**config.mk**
```make
export PLATFORM = sky130hd
export DESIGN_NAME = md5_window_sched
export DESIGN_NICKNAME = d
export VERILOG_FILES = /design/src/rtl/md5_pkg.sv /design/src/rtl/window_shift_reg.sv /design/src/rtl/md5_window_sched.sv
export SDC_FILE = /design/constraint.sdc
export NUM_CORES = 1
export LEC_CHECK = 0
export ABC_CLOCK_PERIOD_IN_PS = 3300
export CAP_MARGIN = 20
export CELL_PAD_IN_SITES_DETAIL_PLACEMENT = 1
export CELL_PAD_IN_SITES_GLOBAL_PLACEMENT = 2
export CORE_AREA = 2 2 302 304
export CTS_CLUSTER_SIZE = 28
export DETAILED_ROUTE_END_ITERATION = 10
export DIE_AREA = 0 0 304 306
export GPL_TIMING_DRIVEN = 0
export PLACE_DENSITY = 0.78
export SLEW_MARGIN = 20
export SYNTH_ARGS = -nofsm -noshare
export SYNTH_HDL_FRONTEND = slang
export SYNTH_SLANG_ARGS = --single-unit
```
**constraint.sdc**
```tcl
create_clock -name clk -period 3.3 [get_ports clk]
set_clock_uncertainty 0.15 [all_clocks]
set_input_delay 0.33 -clock clk [delete_from_list [all_inputs] [get_ports clk]]
set_output_delay 0.33 -clock clk [all_outputs]
set_load 0.005 [all_outputs]
```
**src/rtl/md5_pkg.sv**
```systemverilog
// Shared definitions for the MD5 match path: window length, sequencer
// state encodings and the command opcodes decoded by cmd_parser.
package md5_pkg;

  localparam int STR_LEN = 19;

  localparam logic [2:0] ST_IDLE  = 3'd0;
  localparam logic [2:0] ST_FETCH = 3'd1;
  localparam logic [2:0] ST_SHIFT = 3'd2;
  localparam logic [2:0] ST_ISSUE = 3'd3;
  localparam logic [2:0] ST_DRAIN = 3'd4;
  localparam logic [2:0] ST_DONE  = 3'd5;

  localparam logic [7:0] OP_SET_HASH  = 8'h01;
  localparam logic [7:0] OP_SEND_TEXT = 8'h02;
  localparam logic [7:0] OP_QUERY     = 8'h03;

endpackage

```
**src/rtl/window_shift_reg.sv**
```systemverilog
// Byte-wide shift register holding one sliding window; the newest byte
// enters at the LS end so the oldest byte sits in the MS byte.
module window_shift_reg #(
  parameter int BYTES = md5_pkg::STR_LEN
) (
  input  logic               i_clk,
  input  logic               i_rst_n,
  input  logic               i_en,
  input  logic [7:0]         i_byte,
  output logic [BYTES*8-1:0] o_window
);
  import md5_pkg::*;

  logic [BYTES*8-1:0] r_win;

  always_ff @(posedge i_clk or negedge i_rst_n) begin
    if (!i_rst_n) begin
      r_win <= '0;
    end else if (i_en) begin
      r_win <= {r_win[BYTES*8-9:0], i_byte};
    end
  end

  assign o_window = r_win;

endmodule

```
**src/rtl/md5_window_sched.sv**
```systemverilog
// Sequencer for one SEND_TEXT block: slides a STR_LEN-byte window over the
// text buffer, feeds the in-order MD5 core and records the first digest hit.
module md5_window_sched #(
  parameter int STR_LEN = md5_pkg::STR_LEN,
  parameter int ADDR_W  = 8,
  parameter int MAX_OUT = 64
) (
  input  logic                 clk,
  input  logic                 reset_n,
  input  logic                 start,
  input  logic [15:0]          text_len,
  input  logic [127:0]         target_hash,
  output logic [ADDR_W-1:0]    buf_addr,
  input  logic [7:0]           buf_data,
  output logic                 md5_in_valid,
  input  logic                 md5_in_ready,
  output logic [STR_LEN*8-1:0] md5_in_msg,
  input  logic                 md5_out_valid,
  input  logic [127:0]         md5_out_digest,
  input  logic [STR_LEN*8-1:0] md5_out_msg,
  output logic                 busy,
  output logic                 done,
  output logic                 match,
  output logic [15:0]          match_pos,
  output logic [STR_LEN*8-1:0] match_str,
  output logic [2:0]           dbg_state
);
  import md5_pkg::*;

  localparam int              OC_W      = $clog2(MAX_OUT + 1);
  localparam int              MW        = STR_LEN * 8;
  localparam logic [OC_W-1:0] MAX_OUT_C = OC_W'(MAX_OUT);
  localparam logic [15:0]     STR_LEN_C = 16'(STR_LEN);
  localparam logic [15:0]     POS_OFF_C = 16'(STR_LEN - 1);

  logic [2:0]      r_state;
  logic [15:0]     r_rd_cnt;
  logic [15:0]     r_res_cnt;
  logic [OC_W-1:0] r_out_cnt;
  logic [15:0]     r_text_len;
  logic [127:0]    r_target;
  logic            r_match;
  logic [15:0]     r_match_pos;
  logic [MW-1:0]   r_match_str;

  logic            w_in_valid;
  logic            w_accept;
  logic            w_hit;
  logic            w_shift_en;
  logic [MW-1:0]   w_window;

  // Handshake: a window transfers on a cycle where md5_in_valid and
  // md5_in_ready are both high; the window is held until then, but the offer
  // is withdrawn once a match is known or the core holds MAX_OUT windows.
  assign w_in_valid = (r_state == ST_ISSUE) && (r_out_cnt < MAX_OUT_C) && !r_match;
  assign w_accept   = w_in_valid && md5_in_ready;
  assign w_hit      = md5_out_valid && (md5_out_digest == r_target) && !r_match;
  assign w_shift_en = (r_state == ST_SHIFT);

  window_shift_reg #(
    .BYTES (STR_LEN)
  ) u_window (
    .i_clk    (clk),
    .i_rst_n  (reset_n),
    .i_en     (w_shift_en),
    .i_byte   (buf_data),
    .o_window (w_window)
  );

  always_ff @(posedge clk or negedge reset_n) begin
    if (!reset_n) begin
      r_state     <= ST_IDLE;
      r_rd_cnt    <= '0;
      r_res_cnt   <= '0;
      r_out_cnt   <= '0;
      r_text_len  <= '0;
      r_target    <= '0;
      r_match     <= 1'b0;
      r_match_pos <= '0;
      r_match_str <= '0;
    end else begin
      // Result path runs in every state; an accept and a result in the same
      // cycle leave the in-flight count unchanged.
      if (w_accept && !md5_out_valid) begin
        r_out_cnt <= r_out_cnt + 1'b1;
      end else if (!w_accept && md5_out_valid) begin
        r_out_cnt <= r_out_cnt - 1'b1;
      end
      if (md5_out_valid) begin
        r_res_cnt <= r_res_cnt + 16'd1;
      end
      if (w_hit) begin
        r_match     <= 1'b1;
        r_match_pos <= r_res_cnt + POS_OFF_C;
        r_match_str <= md5_out_msg;
      end

      case (r_state)
        ST_IDLE: begin
          if (start) begin
            r_match     <= 1'b0;
            r_match_pos <= '0;
            r_match_str <= '0;
            r_rd_cnt    <= '0;
            r_res_cnt   <= '0;
            r_out_cnt   <= '0;
            r_text_len  <= text_len;
            r_target    <= target_hash;
            r_state     <= (text_len < STR_LEN_C) ? ST_DONE : ST_FETCH;
          end
        end
        ST_FETCH: begin
          r_rd_cnt <= r_rd_cnt + 16'd1;
          r_state  <= ST_SHIFT;
        end
        ST_SHIFT: begin
          r_state <= (r_rd_cnt >= STR_LEN_C) ? ST_ISSUE : ST_FETCH;
        end
        ST_ISSUE: begin
          if (r_match) begin
            r_state <= ST_DRAIN;
          end else if (w_accept) begin
            // The next byte address goes out with the accept, so the
            // following SHIFT already sees its data.
            if (r_rd_cnt == r_text_len) begin
              r_state <= ST_DRAIN;
            end else begin
              r_rd_cnt <= r_rd_cnt + 16'd1;
              r_state  <= ST_SHIFT;
            end
          end
        end
        ST_DRAIN: begin
          if (r_out_cnt == '0) begin
            r_state <= ST_DONE;
          end
        end
        ST_DONE: begin
          r_state <= ST_IDLE;
        end
        default: begin
          r_state <= ST_IDLE;
        end
      endcase
    end
  end

  assign buf_addr     = r_rd_cnt[ADDR_W-1:0];
  assign md5_in_valid = w_in_valid;
  assign md5_in_msg   = w_window;
  assign busy         = (r_state != ST_IDLE);
  assign done         = (r_state == ST_DONE);
  assign match        = r_match;
  assign match_pos    = r_match_pos;
  assign match_str    = r_match_str;
  assign dbg_state    = r_state;

endmodule
```
==> results.ini <==
[run_status]
status = completed

[power_and_ir_drop]
sw_frac_of_total_pct = 33.7
power.density_nw_per_um2 = 708
total_leakage_power_nw = 16.3
clkPwrFrac_pct = 29.5
switchingPower_mw = 8.02
intPower_mw = 15.8
vdd_ir_drop_max_v = 0.000420
pwr-share-comb_pct = 32.0
seq_power_share_pct = 38.5

[clock_tree]
cts_tree = done
post-cts-setup-buffer-count = 0
cts-root-buf = clkbuf_16
clockBufferDepth = 3
path_clk_slew_ns = 0.07
htree_levels = 2
cts_sinks = 507
clock_latency_ns = 0.64
cts_buffers = 61

[critical_path]
crit_path_frequent_cell = buf_6
startpoint = r_target[19]
r2r_start = r_target[19]
startpoint_type = flop
r2r_end = match_str[138]
path_class = reg -> reg
critPathMaxFanout = 10
arrival_ns = 3.50
worstPathCellList = xor2_1 -> a221oi_2 -> nand4_1 -> nor3_2 -> nand4b_1 -> buf_2 -> buf_6 -> buf_6 -> mux2i_1 -> nor2_1
worst-path-buf-inv = 3
reg2reg_slack_ns = 0.13
cp_top_family = simple AND/OR/NAND/NOR gates
crit_required_ns = 3.63
cp-end-kind = flop
slowest_delay_ns = 0.44
slowest_stage = a221oi_2
rr_worst_depth = 10

[route]
viasPerCell = 4.49
num_vias = 18354
first_pass_iters = 5
wirelength_um = 93800
drc = 0
drtIter0Drc = 828
wl_per_cell_um = 22.9
drt.antenna.violating_nets = 0

[timing]
finalHoldViolCount = 0
setup_ws_ns = 0.134
slew_headroom_pct = 28.7
worst_pin_slew_ns = 1.07
rsz0062_at_grt = no
post-route-min-period_ns = 3.17
report.final.slew_viol_count = 0
max_freq_mhz = 316
setup_violations = 0
min_period_over_period_pct = 95.9
finalSetupTns_ns = 0

[layout]
finalNetCount = 3302
drive_above_1_share_pct = 10.9
syn2layout_area_growth_pct = 52.1

[yosys]
postSynthNetCount = 2462
ys.flop_type = dfrtp_1
yosys.area_share.simple_pct = 16.0
synth_cell_types = 47
synth_compound_area_share_pct = 2.31
synthCells = 2019
synthArstFlopShare_pct = 100
ys_ff_latch = 507
synth-xor-area-share_pct = 5.51
syn-cell-area_sq_um = 22100
synth_top_cell_by_area = dfrtp_1
netlist.area_leader.share_pct = 57.4
synth_top_family_by_area = simple AND/OR/NAND/NOR gates
ys_warn_count = 0
yosys-top-cells-area = dfrtp_1 57%, mux2_2 7.7%, mux2i_1 7.6%
synth_edf_count = 0
yosysSeqAreaShare_pct = 57.4
synth_most_common_cell = dfrtp_1
synthTopCellsByCount = 507 x dfrtp_1, 447 x nand2_1, 214 x nor2_1, 168 x mux2i_1, 152 x mux2_2
synth_fa_ha_area_share_pct = 0.340
syn_area_per_cell_sq_um = 10.9
muxShareOfSynthArea_pct = 15.3

[place]
place.gp.congestion = 0.916
port_buffers = 771
place_ws_ns = -0.736
dp_hpwl_um = 74300

[die]
initial_core_util_pct = 24.7
die_area_sq_um = 93000
dieHeight_um = 306
core-area_sq_um = 89600
rows = 110
die_w_um = 304
io_pins = 772

[global_routing]
overflow = 0
grt_pass1_wl_um = 138000
grt_max_degree = 99
antenna_found_initial = 27
grtUsageTotal_pct = 19.8
grt_pass1_vias = 20487

[worst_hold_path]
holdPathStages = 3
hp-class = in -> reg
hold_end = r_target[15]
hold_start = target_hash[15]

[flow_run]
maxCapViolations = 0

==> worst min-delay path: cells and delay by family <==
kind	cells	cell delay (ns)
buffers and inverters	1	0.40
AND/OR/NAND/NOR	2	0.10
==> layout by cell type, fill, tap and decap left out, drive strengths merged, types with 6 or more instances in the layout <==
cell type	Yosys	layout
a21oi	14	14
and3	7	7
buf	42	48
bufinv	0	6
clkbuf	67	152
clkdlybuf4s50	0	770
clkinv	0	19
dfrtp	507	507
diode	0	7
ha	6	6
inv	33	36
mux2	152	152
mux2i	168	168
nand2	447	447
nand2b	50	50
nand3	12	12
nand4	22	22
nor2	214	214
nor2b	17	17
nor3	18	18
nor4	24	24
o2111ai	16	16
o21ai	21	21
or3	7	7
xnor2	80	80
xor2	59	59
==> layer usage <==
metal	GRT usage [%]	vias up	part of all wire, %
met2	36.0	614	51
met1	22.2	9209	39
met4	5.16	20	2.5
met3	6.23	144	7.3
li1	-	8367	-
met5	0	-	0.14
==> what timing repair did <==
action,CTS,global route
endpoints found under the hold margin,85,0
hold buffers,1,0
gates resized for setup,8,0
setup endpoints to repair,257,0
==> cell type report <==
cell class	instances	area (sq um)
fill	9908	56000
sequential	507	12700
multi-input combinational	1370	8780
timing repair buffer	777	7870
clock buffer	85	1750
tap	1176	1470
buffer	109	567
clock inverter	28	353
inverter	33	124
antenna	7	17.5
==> registers in the layout, indices dropped and copies added (netlist names) <==
register	count
r_out_cnt	7
r_text_len	16
r_rd_cnt	16
r_target	128
match_str	152
match	1
r_res_cnt	16
dbg_state	3
match_pos	16
u_window.o_window	152
==> worst max-delay path by stage <==
| stage | end | slack [ns] | depth (start not counted) |
|---|---|---|---|
| after floorplan | match_str[100] | 1.01 | 10 |
| after global placement | u_window.o_window[3] | -21.53 | 1 |
| after detailed placement | match_str[148] | -0.74 | 11 |
| after CTS | match_str[138] | 0.02 | 10 |
| after global routing | match_str[138] | 0.01 | 10 |
| final | match_str[138] | 0.13 | 10 |
==> power by group through the flow <==
stage | sequential [mW] | clock, mW | combinational, mW
after global placement | 9.17 | 0 | 7.47
after detailed placement | 9.25 | 0 | 7.68
after global routing | 9.37 | 7.48 | 8.32
after floorplan | 8.87 | 0 | 3.81
after CTS | 9.16 | 7.24 | 7.77
final | 9.16 | 7.03 | 7.60
==> metrics by stage <==
stage	cell area, sq um	power [mW]	hold WS [ns]	instances	util [%]
2_1_floorplan	22100	12.7	-0.116	2019	-
3_3_place_gp	31300	16.6	0.329	3966	34.9
3_5_place_dp	31500	16.9	0.264	3971	35.1
4_1_cts	33600	24.2	0.0177	4085	37.5
5_1_grt	33600	25.2	0.0507	4090	37.5
6_report	33600	23.8	0.0671	4092	37.5
==> cells by family (layout without fill, tap and decap cells) <==
kind of cell / after synthesis / count (layout)
DFF: 507 / 507
adders and majority gates: 6 / 6
other: 0 / 7
buffers and inverters: 142 / 1032
xor gates and xnor gates: 139 / 139
AOI/OAI and AO/OA: 74 / 74
muxes: 320 / 320
and+or+nand+nor: 831 / 831
Power figures use the tool's default switching activity.
